**config.mk**
```make
export PLATFORM = sky130hd
export DESIGN_NAME = asym_flush_fifo
export DESIGN_NICKNAME = d
export VERILOG_FILES = /design/src/rtl/asym_fifo_pkg.sv /design/src/rtl/asym_fifo_mem.sv /design/src/rtl/asym_flush_fifo.sv
export SDC_FILE = /design/constraint.sdc
export NUM_CORES = 1
export LEC_CHECK = 0
export ABC_AREA = 1
export BUFFER_PORTS_ARGS = -buffer_cell sky130_fd_sc_hd__buf_2
export CAP_MARGIN = 0
export CORE_ASPECT_RATIO = 1.4
export CORE_MARGIN = 3
export CORE_UTILIZATION = 50
export CTS_BUF_LIST = sky130_fd_sc_hd__clkbuf_4
export DETAILED_ROUTE_END_ITERATION = 10
export PLACE_DENSITY = 0.67
export SYNTH_ARGS = -nofsm -noshare
export SYNTH_HDL_FRONTEND = slang
export SYNTH_SLANG_ARGS = --single-unit
```
**constraint.sdc**
```tcl
create_clock -name clk -period 4.3 [get_ports clk]
set_input_delay 0.215 -clock clk [delete_from_list [all_inputs] [get_ports clk]]
set_output_delay 0.215 -clock clk [all_outputs]
set_load 0.05 [all_outputs]
```
**src/rtl/asym_fifo_pkg.sv**
```systemverilog
// rtl/asym_fifo_pkg.sv - shared flush state type and read-word packing for asym_flush_fifo
package asym_fifo_pkg;

  typedef enum logic [1:0] {IDLE, FLUSH, DONE} flush_state_e;

  localparam int unsigned PACK_MAX = 256;
  localparam int unsigned PACK_IW  = 8;

  // units carries the read window oldest-first from bit 0; slots at or beyond take read as zero
  function automatic logic [PACK_MAX-1:0] pack_units(
    input logic [PACK_MAX-1:0] units,
    input int unsigned         take,
    input bit                  lsb_first,
    input int unsigned         wr_w,
    input int unsigned         ratio
  );
    logic [PACK_MAX-1:0] word;
    int unsigned u;
    int unsigned pos;
    word = '0;
    for (int unsigned b = 0; b < PACK_MAX; b++) begin
      u = b / wr_w;
      if (u < take && u < ratio) begin
        pos = lsb_first ? b : (ratio - 1 - u) * wr_w + (b % wr_w);
        word[pos[PACK_IW-1:0]] = units[b];
      end
    end
    return word;
  endfunction

endpackage

```
**src/rtl/asym_fifo_mem.sv**
```systemverilog
// rtl/asym_fifo_mem.sv - unit storage with one write port and a wrapping RATIO-unit read window
module asym_fifo_mem #(
  parameter int WR_W  = 4,
  parameter int RATIO = 8,
  parameter int CAP   = 32,
  parameter int AW    = 5
) (
  input  logic                  clk,
  input  logic                  rst,
  input  logic                  wr_en,
  input  logic [AW-1:0]         wr_addr,
  input  logic [WR_W-1:0]       wr_data,
  input  logic [AW-1:0]         rd_addr,
  output logic [RATIO*WR_W-1:0] window
);

  logic [WR_W-1:0] mem [CAP];

  always_ff @(posedge clk or negedge rst) begin
    if (!rst) begin
      for (int i = 0; i < CAP; i++) mem[i] <= '0;
    end else if (wr_en) begin
      mem[wr_addr] <= wr_data;
    end
  end

  // CAP is a power of two, so the address sum wraps naturally
  for (genvar i = 0; i < RATIO; i++) begin : g_win
    assign window[i*WR_W +: WR_W] = mem[rd_addr + AW'(i)];
  end

endmodule

```
**src/rtl/asym_flush_fifo.sv**
```systemverilog
// rtl/asym_flush_fifo.sv - narrow-write / wide-read FIFO with flush that emits zero-padded partial words
module asym_flush_fifo
  import asym_fifo_pkg::*;
#(
  parameter int WR_W      = 4,
  parameter int RD_W      = 32,
  parameter int RD_DEPTH  = 4,
  parameter bit LSB_FIRST = 1'b1
) (
  input  logic                                    clk,
  input  logic                                    rst,
  input  logic                                    wr_valid,
  input  logic [WR_W-1:0]                         wr_data,
  output logic                                    wr_ready,
  output logic                                    rd_valid,
  input  logic                                    rd_ready,
  output logic [RD_W-1:0]                         rd_data,
  output logic                                    rd_partial,
  input  logic                                    flush_req,
  output logic                                    flush_done,
  output logic                                    full,
  output logic                                    empty,
  output logic [$clog2(RD_W/WR_W*RD_DEPTH):0]     level
);

  localparam int RATIO = RD_W / WR_W;
  localparam int CAP   = RATIO * RD_DEPTH;
  localparam int PW    = $clog2(CAP) + 1;
  localparam int AW    = PW - 1;
  localparam logic [PW-1:0] RATIO_P = PW'(RATIO);
  localparam logic [PW-1:0] CAP_P   = PW'(CAP);

  flush_state_e state, state_nxt;
  logic [PW-1:0] wr_ptr, rd_ptr, mark, avail, take, rd_ptr_nxt;
  logic wr_fire, rd_fire, in_flush;
  logic [RD_W-1:0] window, packed_word;
  logic [PACK_MAX-1:0] window_ext;

  assign level    = wr_ptr - rd_ptr;
  assign full     = (level == CAP_P);
  assign empty    = (level == '0);
  assign wr_ready = !full;
  assign wr_fire  = wr_valid && wr_ready;

  // During a flush only units older than mark may leave, so the pop may shrink
  assign in_flush   = (state == FLUSH);
  assign avail      = mark - rd_ptr;
  assign take       = (in_flush && avail < RATIO_P) ? avail : RATIO_P;
  assign rd_valid   = (level >= RATIO_P) || (in_flush && rd_ptr != mark);
  assign rd_fire    = rd_valid && rd_ready;
  assign rd_ptr_nxt = rd_fire ? rd_ptr + take : rd_ptr;

  assign window_ext  = PACK_MAX'(window);
  assign packed_word = RD_W'(pack_units(window_ext, 32'(take), LSB_FIRST, WR_W, RATIO));
  assign rd_data     = rd_valid ? packed_word : '0;
  assign rd_partial  = rd_valid && (take < RATIO_P);

  asym_fifo_mem #(
    .WR_W  (WR_W),
    .RATIO (RATIO),
    .CAP   (CAP),
    .AW    (AW)
  ) u_mem (
    .clk     (clk),
    .rst     (rst),
    .wr_en   (wr_fire),
    .wr_addr (wr_ptr[AW-1:0]),
    .wr_data (wr_data),
    .rd_addr (rd_ptr[AW-1:0]),
    .window  (window)
  );

  always_comb begin
    state_nxt  = state;
    flush_done = 1'b0;
    case (state)
      IDLE:    if (flush_req) state_nxt = FLUSH;
      FLUSH:   if (rd_ptr_nxt == mark) state_nxt = DONE;
      DONE: begin
        flush_done = 1'b1;
        state_nxt  = IDLE;
      end
      default: state_nxt = IDLE;
    endcase
  end

  always_ff @(posedge clk or negedge rst) begin
    if (!rst) begin
      state  <= IDLE;
      wr_ptr <= '0;
      rd_ptr <= '0;
      mark   <= '0;
    end else begin
      state  <= state_nxt;
      rd_ptr <= rd_ptr_nxt;
      if (wr_fire) wr_ptr <= wr_ptr + PW'(1);
      // a write in the capture cycle belongs to the flush
      if (state == IDLE && flush_req) mark <= wr_ptr + PW'(wr_fire);
    end
  end

endmodule
```
Yosys cells after proc, flatten, opt, wreduce, memory -nomap -nowiden
Cells that the tools add are included.
{ "word_totals": {"output_inout_bits": 44, "input_bits": 9, "ff_bits": 148} }
{ "classes": {"bitwise_logic": 9, "magnitude_cmp": 21, "n_eq_ne": 7, "muxes": 66, "n_reduce_logical": 12, "n_addsub": 12} }
{ "ops": {"columns": ["op", "n"], "rows": [
  ["$bmux 4 s5", 8],
  ["$bwmux 128", 1],
  ["$mux 4", 17],
  ["$ge 6x6->1 const B", 9],
  ["$not 5->6", 9],
  ["$mux 1", 33],
  ["$mux 32", 1],
  ["$lt 3x6->1 const A", 4],
  ["$add 5x3->5 const B", 4],
  ["$demux 4 s5", 1],
  ["$lt 1x6->1 const A", 2],
  ["$lt 2x6->1 const A", 2],
  ["$lt 6x4->1 const B", 2],
  ["$mux 6", 2],
  ["$sub 6x6->6", 2],
  ["$add 5x2->5 const B", 2],
  ["$logic_and 1x1->1", 7],
  ["$add 6x1->6", 1],
  ["$add 6x1->6 const B", 1],
  ["$add 6x6->6", 1],
  ["$eq 6x6->1", 1],
  ["$eq 6x6->1 const B", 1],
  ["$ge 6x4->1 const B", 1],
  ["$logic_not 6->1", 1],
  ["13 further kinds", 14]
]} }

Depth between registers and ports, before layout
Gate-level depths: netlist (run 1).
{ "logic_depth": {"word_depth": 9, "depth_mapped": 25, "mapped_depth_nobuf": 23} }

Modules after synthesis
A second synthesis (run 1) with hierarchy kept.
{ "unflattened": {"cells_unflattened": 2091, "area_unflattened_um2": 12704.7} }
{ "modules_own_cells": {"columns": ["module", "area_each_um2", "cells_each", "instances", "seq_area_each_um2"], "rows": [
  ["asym_fifo_mem", 10598.9, 1775, 1, 3203.1],
  ["asym_flush_fifo", 2105.8, 316, 1, 500.5]
]} }

Worst setup path before layout (run 1)
OpenSTA, ideal clock, no wires.
{ "synth_timing": {"path_kind": "reg2out", "start": "reg rd_ptr[2]", "end": "out rd_data[21]", "arrival_ns": 4.241, "path_stages_with_launch": 13, "n_path_buf": 2, "setup_slack_ns": -0.156, "t_required_ns": 4.085, "cell_sequence": "dfrtp_1 buf_4 clkinv_1 clkbuf_1 ha_1 a21oi_2 or2_1 nand4_1 nand2_4 inv_6 nand2_8 inv_1 a2111oi_1"} }
{ "synth_rtl": {"columns": ["element", "line_no", "source"], "rows": [
  ["start: declaration", "asym_flush_fifo.sv:34", "logic [PW-1:0] wr_ptr, rd_ptr, mark, avail, take, rd_ptr_nxt;"],
  ["start signal: assignment", "asym_flush_fifo.sv:95", "rd_ptr <= rd_ptr_nxt;"],
  ["$sub 6x6->6", "asym_flush_fifo.sv:39", "assign level = wr_ptr - rd_ptr;"],
  ["via level[5]", "asym_flush_fifo.sv:23", "output logic [$clog2(RD_W/WR_W*RD_DEPTH):0] level"],
  ["$ge 6x4->1", "asym_flush_fifo.sv:49", "assign rd_valid = (level >= RATIO_P) || (in_flush && rd_ptr != mark);"],
  ["$logic_or 1x1->1", "asym_flush_fifo.sv:49", null],
  ["via rd_valid", "asym_flush_fifo.sv:15", "output logic rd_valid,"],
  ["$mux 32", "asym_flush_fifo.sv:55", "assign rd_data = rd_valid ? packed_word : '0;"],
  ["end: declaration", "asym_flush_fifo.sv:17", "output logic [RD_W-1:0] rd_data,"]
]} }
The timed path passes the listed nets, and every way through them passes these cells. The select of a mux whose other input is x is not followed.

Worst setup path after layout (run 1)
{ "layout_timing": {"start": "reg rd_ptr[2]", "end": "out rd_data[6]"} }
{ "layout_via": {"elab_chain_cells": 7} }
{ "layout_lines": {"columns": ["element", "line_no", "source"], "rows": [
  ["$sub 6x6->6 / $add 5x1->5 (equally long branches)", "asym_flush_fifo.sv:47, asym_fifo_mem.sv:29", null],
  ["$lt 6x4->1 / $not 5->6 (equally long branches)", "asym_flush_fifo.sv:48, asym_fifo_mem.sv:29", null],
  ["$logic_and 1x1->1 / $bmux 4 s5 (equally long branches)", "asym_flush_fifo.sv:48, asym_fifo_mem.sv:29", null],
  ["$mux 6 / $mux 4 (equally long branches)", "asym_flush_fifo.sv:48, asym_fifo_mem.sv:29", null],
  ["$lt 1x6->1 / $mux 4 (equally long branches)", "asym_fifo_pkg.sv:23, asym_fifo_mem.sv:29", null],
  ["$mux 1", "asym_fifo_pkg.sv:23", "if (u < take && u < ratio) begin"],
  ["$mux 32 (*)", "asym_flush_fifo.sv:55", null]
]} }
Mark *: on every way between the ends. The rest lies on a longest branch, timed or not. The select of a mux whose other input is x is not followed.

==> impl_metrics.csv, run 1 <==
group,metric,value,unit
route,vias,12800,
floorplanning,initial_core_util,51.0,%
layout,finalNetCount,1949,
global_routing,grtUsageTotal,33.5,%
floorplanning,rows,67,
floorplanning,ios,53,
critical_path,path_max_fanout,39,
cts,cts-root-buf,"clkbuf_4",
layout,syn_to_final_growth,7.07,%
job,drv_cap,0,
logic_synthesis,async_reset_ff_share,100,%
sta,fin_skew,0.0265,ns
global_routing,antenna_found_initial,1,
critical_path,critPathLaunchType,"flip-flop",
sta,rsz0062_at_grt,"no",
logic_synthesis,synthFlopType,"dfrtp_1",
route,routedWlPerCell,20.1,um
outcome,status,"finished clean",
critical_path,cp.arrival,3.86,ns
placement,portBuffers,52,
logic_synthesis,syn_area,0.0123,sq mm
sta,maxSlewViolCount,0,
logic_synthesis,synth_cells,1905,
sta,slew_headroom,24.6,%
global_routing,first_global_vias,11200,
global_routing,grt_max_degree,85,
layout,drive_gt1_share,8.69,%
global_routing,grt-ovfl-total,0,
sta,setup_viol,0,
logic_synthesis,ys_seq_elements,148,
critical_path,slowest_stage,"o21ai_2",
sta,fin_ws,0.226,ns
cts,cts_sinks,148,
floorplanning,core,0.0241,sq mm
logic_synthesis,yosys_warnings,0,
placement,place.gp.congestion,1.05,
cts,cts.repair.resized,0,
floorplanning,dieArea,0.0265,sq mm
sta,fin_crit_sh,94.8,%
critical_path,criticalPathCategory,"reg -> out",
logic_synthesis,synth_cell_types,52,
cts,postCtsSetupRepairBufs,0,
logic_synthesis,synth_nets,1945,
global_routing,grt_first_pass_wirelength,67300,um
placement,hpwl,34800,um
route,drtPass1Iterations,6,
cts,ctsHoldBuffers,3,
cts,numCtsBuffers,17,
critical_path,crit_chain,"buf_4 > ha_1 > nand2_1 > inv_1 > or2_1 > inv_2 > o21ai_2 > inv_2 > o21ai_0 > a21oi_1 > or2_1 > a2111oi_2 > buf_2",
sta,max_freq,0.245,GHz
cts,cts_tree,"built",
cts,htreeDepth,4,
critical_path,cpPeakStageDelay,0.44,ns
sta,min_period,4.07,ns
layout,nFillCells,2459,
worst_hold_path,holdCritPathClass,"in -> reg",
route,drt_iter0_drc,1407,
logic_synthesis,synth_edf_count,0,
cts,clkSlewWorstSetupHoldPaths,0.14,ns
route,drc,0,
logic_synthesis,yosysSeqAreaShare,30.2,%
cts,clockBufferDepth,2,
sta,fin_setup_tns,0,ns
critical_path,cp-end-kind,"output pin",
sta,worst_slew_pin_slew,1.13,ns
route,drt-total-wl,44900,um
route,viasPerCell,5.71,
floorplanning,die_h,191,um
logic_synthesis,syn_avg_cell_area,6.44,sq um
route,ant_nets,0,
sta,finalHoldViolCount,0,
placement,pre_cts_ws,0.855,ns
critical_path,required,4.09,ns
cts,worstSkewPairLatency,0.60,ns
floorplanning,die_w,138,um
==> flip-flops by register name, indices dropped and copies added (netlist names) <==
| register | flops |
|---|---|
| mark | 6 |
| rd_ptr | 6 |
| state | 2 |
| u_mem.mem | 128 |
| wr_ptr | 6 |
==> final cells by class <==
cell class              count  area, sq um  area share [%]
clock buffers              18          135            1.03
inverters                 198          773            5.89
well taps                 310          388            2.95
flip-flops and latches    148         3710            28.2
repair buffers             86          554            4.22
diodes                      3         7.51          0.0572
multi-input cells        1458         7390            56.2
clock inverters            14          183            1.39
==> critical path: cells and delay by family (launching register included) <==
kind	cells	cell delay (ns)
buffers and inverters	5	1.11
AO/OA/AOI/OAI	4	0.87
AND/OR/NAND/NOR	3	0.61
flip-flops	1	0.38
adder cells (fa/ha/maj)	1	0.28
==> through the flow <==
step                      utilization, %  hold WS [ns]  instances  instance area [sq um]
final                               54.6         0.141       2235                  13100
after global routing                54.6         0.151       2235                  13100
after CTS                           54.6         0.104       2232                  13100
after detailed placement            53.1         0.309       2197                  12800
after global placement              53.1         0.311       2197                  12800
after floorplan                        -       -0.0806       1905                  12300
==> cells in the mapped netlist (3+ instances only) <==
cell,count,share of area (%)
xnor2_1,6,0.43
nand4_1,7,0.36
mux2i_1,26,2.1
o21ai_1,27,1.1
inv_2,6,0.18
fa_1,3,0.49
xor2_1,16,1.1
o21ai_0,458,19
nand2_2,5,0.25
nor2_1,136,4.2
nor2_8,3,0.49
a21oi_1,57,2.3
buf_2,26,1.1
nand3_1,68,2.8
o221ai_1,9,0.64
buf_1,9,0.28
nand2_8,9,1.5
inv_1,184,5.6
ha_1,28,2.9
a211oi_1,13,0.80
nand3_2,3,0.24
nor3_1,9,0.37
o211ai_1,9,0.55
clkbuf_1,61,1.9
a2111oi_2,3,0.37
buf_4,5,0.31
inv_4,3,0.15
nand2_1,533,16
dfrtp_1,148,30
or2_2,3,0.15
or2_1,3,0.15
==> worst paths after layout <==
kind                          startpoint             to  slack, ns  cells past startpoint
min in group asynchronous            rst  u_mem.mem[32]       0.29                      2
setup / recovery               rd_ptr[2]     rd_data[6]       0.23                     13
setup reg to reg               rd_ptr[4]       state[0]       0.76                     22
hold / removal                 flush_req       state[0]       0.14                      3
max in group asynchronous            rst      rd_ptr[0]       2.94                      3
hold reg to reg            u_mem.mem[42]  u_mem.mem[42]       0.50                      2
==> kinds of logic after synthesis <==
group / share of synthesized area [%]
flops: 30.2
mux: 2.12
compound gates: 25.1
other cells: 0.0306
buf+inv: 9.81
xor+xnor: 1.70
simple gates: 27.7
fa+ha+maj: 3.35
==> placed cells by master (no fill, tap or decap), drive strengths merged, types with 10 or more instances in the layout <==
master,Yosys,final
nor2,143,143
buf,40,83
nand3,72,72
a211oi,13,13
mux2i,26,26
dfrtp,148,148
inv,196,199
o21ai,486,486
ha,28,28
nor3,10,10
a21oi,58,58
nand2,549,549
xor2,16,16
clkbuf,61,18
==> metal layers <==
| metal | wire (um) | GRT usage, % | vias up |
|---|---|---|---|
| met5 | 0 | 0 | - |
| met4 | 2380 | 16.3 | 0 |
| met3 | 2740 | 4.88 | 116 |
| met2 | 21000 | 55.4 | 453 |
| met1 | 18800 | 43.2 | 5925 |
| li1 | - | - | 6262 |
Power of run 1 is left out: the tool's default activity adds up to more than one toggle a clock period on the data nets, which glitch-free logic cannot reach.
==> run 2: changes to the inputs <==
--- a/config.mk
+++ b/config.mk
@@ -5,15 +5,14 @@
 export SDC_FILE = /design/constraint.sdc
 export NUM_CORES = 1
 export LEC_CHECK = 0
-export ABC_AREA = 1
+export ABC_AREA = 0
 export BUFFER_PORTS_ARGS = -buffer_cell sky130_fd_sc_hd__buf_2
 export CAP_MARGIN = 0
 export CORE_ASPECT_RATIO = 1.4
 export CORE_MARGIN = 3
-export CORE_UTILIZATION = 50
+export CORE_UTILIZATION = 32
 export CTS_BUF_LIST = sky130_fd_sc_hd__clkbuf_4
 export DETAILED_ROUTE_END_ITERATION = 10
-export PLACE_DENSITY = 0.67
 export SYNTH_ARGS = -nofsm -noshare
 export SYNTH_HDL_FRONTEND = slang
 export SYNTH_SLANG_ARGS = --single-unit
==> run 2 against run 1 <==
Net effect:
- first-iteration DRC count down 45%
- sequential share of layout area down 1.1 points
- clock-buffer cell count down 1
- critical endpoint is now state[0]
- largest cell class unchanged
==> impl_metrics.csv, run 2 <==
group,metric,value,unit
floorplanning,core,0.0376,sq mm
outcome,status,"finished clean",
cts,clkSlewWorstSetupHoldPaths,0.15,ns
route,drt_iter0_drc,777,
logic_synthesis,ys_seq_elements,148,
global_routing,first_global_vias,8823,
global_routing,grt-ovfl-total,0,
cts,cts_tree,"built",
critical_path,required,4.83,ns
layout,syn_to_final_growth,12.0,%
sta,rsz0062_at_grt,"yes",
route,drtPass1Iterations,5,
job,drv_cap,0,
logic_synthesis,synthTopCellsByArea,"mux4_2 35%, dfrtp_1 30%, mux2_2 12%, ha_1 2.9%, mux2i_1 2.5%",
logic_synthesis,yosys_warnings,0,
logic_synthesis,syn_avg_cell_area,13.7,sq um
sta,worst_slew_pin_slew,0.863,ns
critical_path,cp-end-kind,"flip-flop",
cts,clockBufferDepth,2,
logic_synthesis,yosysSeqAreaShare,30.4,%
layout,mostFrequentLayoutCell,"mux4_2",
floorplanning,dieArea,0.0405,sq mm
sta,slew_headroom,42.5,%
layout,largest_register_ffs,128,
critical_path,crit_buf_inv,3,
worst_hold_path,hold_path_startpoint,"wr_valid",
critical_path,cpPeakStageDelay,0.51,ns
critical_path,cp.arrival,4.65,ns
placement,hpwl,28100,um
logic_synthesis,syn_area,0.0122,sq mm
critical_path,path_max_fanout,5,
layout,stdcell_count,1430,
global_routing,grtUsageTotal,18.9,%
logic_synthesis,synth_edf_count,0,
global_routing,grt_max_degree,137,
sta,fin_hold_ws,0.0858,ns
critical_path,slowest_stage,"fa_2",
sta,maxSlewViolCount,0,
critical_path,startpoint,"mark[0]",
logic_synthesis,async_reset_ff_share,100,%
worst_hold_path,holdCritPathClass,"in -> reg",
logic_synthesis,synthFlopType,"dfrtp_1",
critical_path,criticalPathCategory,"reg -> reg",
sta,min_period,4.11,ns
route,routedWlPerCell,26.1,um
logic_synthesis,synth_cells,893,
logic_synthesis,synth_cell_types,63,
floorplanning,ios,53,
sta,fin_crit_sh,95.7,%
logic_synthesis,yosysMostFrequentCell,"mux4_2",
cts,htreeDepth,4,
floorplanning,die_w,171,um
sta,setup_viol,0,
route,ant_nets,0,
sta,max_freq,0.243,GHz
critical_path,crit-reg2reg-launch,"mark[0]",
floorplanning,rows,84,
logic_synthesis,yosys.area.top_type,"mux4_2",
cts,numCtsBuffers,17,
floorplanning,die_h,237,um
layout,multi_input_area,0.00835,sq mm
route,drc,0,
layout,final_cell_mix,"192 x mux4_2, 145 x dfrtp_1, 131 x mux2_2",
logic_synthesis,synth_common_cells,"192 x mux4_2, 148 x dfrtp_1, 131 x mux2_2",
cts,cts_sinks,148,
critical_path,critPathLaunchType,"flip-flop",
layout,drive_gt1_share,51.7,%
layout,nFillCells,3590,
layout,finalNetCount,981,
route,drt-total-wl,37300,um
sta,finalHoldViolCount,0,
global_routing,grt_first_pass_wirelength,57200,um
layout,ff_latch_area,0.00371,sq mm
layout,max_flop_register,"u_mem.mem",
critical_path,crit_chain,"inv_2 > ha_2 > inv_1 > fa_2 > and3_1 > or4_4 > and2_4 > nor3_4 > inv_2 > nor3_4 > fa_2 > nand2_1 > nor2_1 > o22ai_1 > and2_1 > nand3_2 > or4_1 > o22a_1",
logic_synthesis,synth_nets,933,
route,viasPerCell,6.22,
placement,portBuffers,52,
cts,cts-root-buf,"clkbuf_4",
floorplanning,initial_core_util,32.4,%
critical_path,path_delay_family,"simple AND/OR/NAND/NOR gates",
cts,worstSkewPairLatency,0.64,ns
logic_synthesis,synth_top_area_share,35.5,%
route,vias,8888,
placement,dp_cells,1388,
global_routing,antenna_found_initial,3,
sta,fin_skew,0.0382,ns
placement,place.gp.congestion,0.952,
## run 2: layer usage
| metal | GRT usage, % | part of all wire, % |
|---|---|---|
| met3 | 3.17 | 5.9 |
| met1 | 23.4 | 38 |
| met4 | 9.42 | 5.3 |
| met2 | 31.7 | 51 |
| met5 | 0 | 0.035 |
## run 2: per-stage QoR
stage,area (sq um),setup WS (ns),TNS (ns),utilization (%)
3_3_place_gp,13200,0.150,0,35.1
4_1_cts,13500,0.0513,0,35.9
6_report,13600,0.186,0,36.3
3_5_place_dp,13200,0.113,0,35.1
2_1_floorplan,12300,0.0146,0,-
5_1_grt,13600,-0.0324,-0.0324,36.3
## run 2: cell type report
type / count / share of cell area (%)
Clock inverter: 15 / 1.31
Tap cell: 473 / 4.34
Timing Repair Buffer: 93 / 4.46
Sequential cell: 148 / 27.2
Antenna cell: 3 / 0.0550
Inverter: 17 / 0.523
Clock buffer: 17 / 0.935
Multi-Input combinational cell: 664 / 61.2
## run 2: worst reg2reg max path, cell delays in order (launching register included)
cell	delay [ns]
dfrtp_1	0.41
inv_2	0.08
ha_2	0.18
inv_1	0.06
fa_2	0.41
and3_1	0.17
or4_4	0.44
and2_4	0.18
nor3_4	0.19
inv_2	0.11
nor3_4	0.24
fa_2	0.51
nand2_1	0.08
nor2_1	0.05
o22ai_1	0.11
and2_1	0.15
nand3_2	0.09
or4_1	0.40
o22a_1	0.16
## run 2: path summary, 6_finish.rpt
kind | depth (start not counted) | slack, ns | to
worst max-delay path | 18 | 0.19 | state[0]
worst min-delay path | 3 | 0.09 | wr_ptr[0]
worst max register to register | 18 | 0.19 | state[0]
worst min register to register | 1 | 0.56 | wr_ptr[5]
max in group asynchronous | 3 | 3.07 | u_mem.mem[70]
min in group asynchronous | 2 | 0.21 | u_mem.mem[58]
## run 2: cell families after synthesis
family	synth area share, %
mux	50.0
xor+xnor	3.20
buf+inv	2.60
fa+ha+maj	3.37
other cells	0.0308
flops	30.4
compound gates	3.98
simple gates	6.41
## run 2: what timing repair did
item | in CTS | in global routing
gates resized for setup | 1 | 20
hold endpoints to repair | 86 | 0
hold buffers | 1 | 0
pin swaps | 0 | 8
setup endpoints to repair | 2 | 20
buffers inserted | 0 | 6
Power of run 2 is left out for the same reason.
==> run 3: changes to the inputs <==
--- a/config.mk
+++ b/config.mk
@@ -10,9 +10,11 @@
 export CAP_MARGIN = 0
 export CORE_ASPECT_RATIO = 1.4
 export CORE_MARGIN = 3
-export CORE_UTILIZATION = 32
+export CORE_UTILIZATION = 40
 export CTS_BUF_LIST = sky130_fd_sc_hd__clkbuf_4
+export CTS_CLUSTER_SIZE = 24
 export DETAILED_ROUTE_END_ITERATION = 10
+export REMOVE_ABC_BUFFERS = 1
 export SYNTH_ARGS = -nofsm -noshare
 export SYNTH_HDL_FRONTEND = slang
 export SYNTH_SLANG_ARGS = --single-unit
==> run 3 against run 2 <==
Net effect:
- hold slack got worse by 0.018 ns
- cell count decreased by 5.1%
- clock skew decreased by 0.010 ns
- die area shrank 19%
- sequential share of layout area is 0.088 points lower
- worst setup slack worse by 0.057 ns
- clock-buffer cell count is the same
- via count grew 2.4%
- flip-flop and latch count stayed put
- core utilization grew 9.3 points
- register-to-register slack gained 0.03 ns
==> impl_metrics.csv, run 3 (synthesized netlist as in run 2, its figures left out) <==
group,metric,value,unit
sta,min_period,4.17,ns
job,drv_cap,0,
global_routing,grt_max_degree,84,
critical_path,criticalPathCategory,"reg -> out",
sta,setup_viol,0,
critical_path,critPathLaunchType,"flip-flop",
critical_path,cpPeakStageDelay,0.55,ns
critical_path,crit_chain,"buf_4 > buf_8 > ha_1 > nand2_1 > xnor2_1 > buf_4 > mux4_2 > mux2i_1 > nor2_1 > buf_2",
critical_path,path_delay_family,"buffers and inverters",
critical_path,cp.arrival,3.96,ns
worst_hold_path,holdCritPathClass,"in -> reg",
route,drc,0,
layout,nFillCells,2730,
route,drt-total-wl,38900,um
floorplanning,die_h,213,um
sta,fin_skew,0.0281,ns
sta,fin_setup_tns,0,ns
cts,clkSlewWorstSetupHoldPaths,0.15,ns
critical_path,slowest_stage,"mux4_2",
sta,fin_crit_sh,97.0,%
route,routedWlPerCell,28.7,um
layout,syn_to_final_growth,12.4,%
floorplanning,initial_core_util,40.6,%
critical_path,required,4.09,ns
layout,finalNetCount,998,
layout,drive_gt1_share,49.9,%
layout,final_cell_mix,"192 x mux4_2, 146 x dfrtp_1, 131 x mux2_2",
placement,place.gp.congestion,0.907,
layout,max_flop_register,"u_mem.mem",
critical_path,cp-end-kind,"output pin",
critical_path,path_max_fanout,39,
global_routing,antenna_found_initial,1,
route,drt_iter0_drc,925,
route,drtPass1Iterations,5,
cts,cts_sinks,148,
sta,finalHoldViolCount,0,
route,vias,9100,
outcome,status,"finished clean",
floorplanning,dieArea,0.0326,sq mm
sta,slew_headroom,16.1,%
sta,max_freq,0.240,GHz
cts,worstSkewPairLatency,0.65,ns
floorplanning,die_w,154,um
global_routing,first_global_vias,9112,
placement,portBuffers,52,
cts,htreeDepth,4,
floorplanning,core,0.0300,sq mm
layout,mostFrequentLayoutCell,"mux4_2",
cts,cts-root-buf,"clkbuf_4",
floorplanning,rows,75,
placement,hpwl,28000,um
cts,cts_tree,"built",
layout,largest_register_ffs,128,
critical_path,cpMostUsedCell,"buf_4",
sta,worst_slew_pin_slew,1.25,ns
layout,multi_input_area,0.00825,sq mm
critical_path,r2r_setup_slack,0.22,ns
cts,numCtsBuffers,17,
route,ant_nets,0,
cts,clockBufferDepth,2,
floorplanning,ios,53,
sta,maxSlewViolCount,0,
global_routing,grtUsageTotal,24.0,%
global_routing,grt_first_pass_wirelength,58500,um
critical_path,crit_buf_inv,4,
layout,ff_latch_area,0.00371,sq mm
global_routing,grt-ovfl-total,0,
route,viasPerCell,6.71,
==> run 3: changes by cell type in the layout (fill, tap and decap cells not counted), moves of 4 or more <==
cell	before	now
a21oi_1	21	25
a21oi_2	4	0
a311oi_1	0	4
a311oi_2	4	0
buf_12	1	6
buf_2	51	47
buf_4	38	46
clkbuf_4	17	21
nor2_1	34	39
nor2_2	8	3
==> run 3: worst register-to-register path, delay by kind of cell (launching register included) <==
family | cells | cell delay [ns]
AOI/OAI and AO/OA | 5 | 0.94
xor gates and xnor gates | 1 | 0.13
adders and majority gates | 3 | 0.65
buffers and inverters | 2 | 0.14
DFF | 1 | 0.42
and+or+nand+nor | 6 | 1.71
==> run 3: metal layers <==
layer / GRT usage [%] / wire length, um / vias up
met5: 0 / 0 / -
met3: 4.40 / 2860 / 111
met4: 12.3 / 2170 / 0
met1: 29.0 / 13700 / 4768
met2: 41.2 / 20200 / 510
li1: - / - / 3711
==> run 3: area by class of cell <==
| class | instances | area share, % |
|---|---|---|
| Sequential cell | 148 | 27.1 |
| Clock buffer | 17 | 0.932 |
| Timing Repair Buffer | 110 | 6.46 |
| Clock inverter | 15 | 1.32 |
| Tap cell | 385 | 3.52 |
| Multi-Input combinational cell | 664 | 60.2 |
| Antenna cell | 1 | 0.0183 |
| Inverter | 17 | 0.466 |
==> run 3: what timing repair did <==
| action | in CTS | in global routing |
|---|---|---|
| hold buffers | 1 | 0 |
| pin swaps | 0 | 6 |
| hold endpoints to repair | 81 | 0 |
| cloned | 2 | 1 |
| gates resized for setup | 6 | 16 |
| endpoints found under the setup margin | 22 | 22 |
| buffers inserted | 2 | 4 |
==> run 3: per-stage QoR <==
| stage | setup WS (ns) | instances | utilization, % | hold slack, ns | area (sq um) |
|---|---|---|---|---|---|
| 2_1_floorplan | -4.85 | 829 | - | -0.0806 | 11900 |
| 3_3_place_gp | 0.126 | 1314 | 43.7 | 0.337 | 13100 |
| 3_5_place_dp | 0.00508 | 1314 | 43.7 | 0.342 | 13100 |
| 4_1_cts | 0.0402 | 1351 | 45.2 | 0.0168 | 13600 |
| 5_1_grt | -0.0125 | 1357 | 45.6 | 0.0523 | 13700 |
| 6_report | 0.129 | 1357 | 45.6 | 0.0678 | 13700 |
==> run 3: worst paths after layout <==
path,from,endpoint,cells past startpoint
min,rd_ready,rd_ptr[3],4
min in group asynchronous,rst,state[0],2
max,rd_ptr[1],rd_data[6],10
min reg2reg,wr_ptr[5],wr_ptr[5],1
max in group asynchronous,rst,u_mem.mem[85],3
max reg2reg,mark[0],state[0],17
Power of run 3 is left out for the same reason.
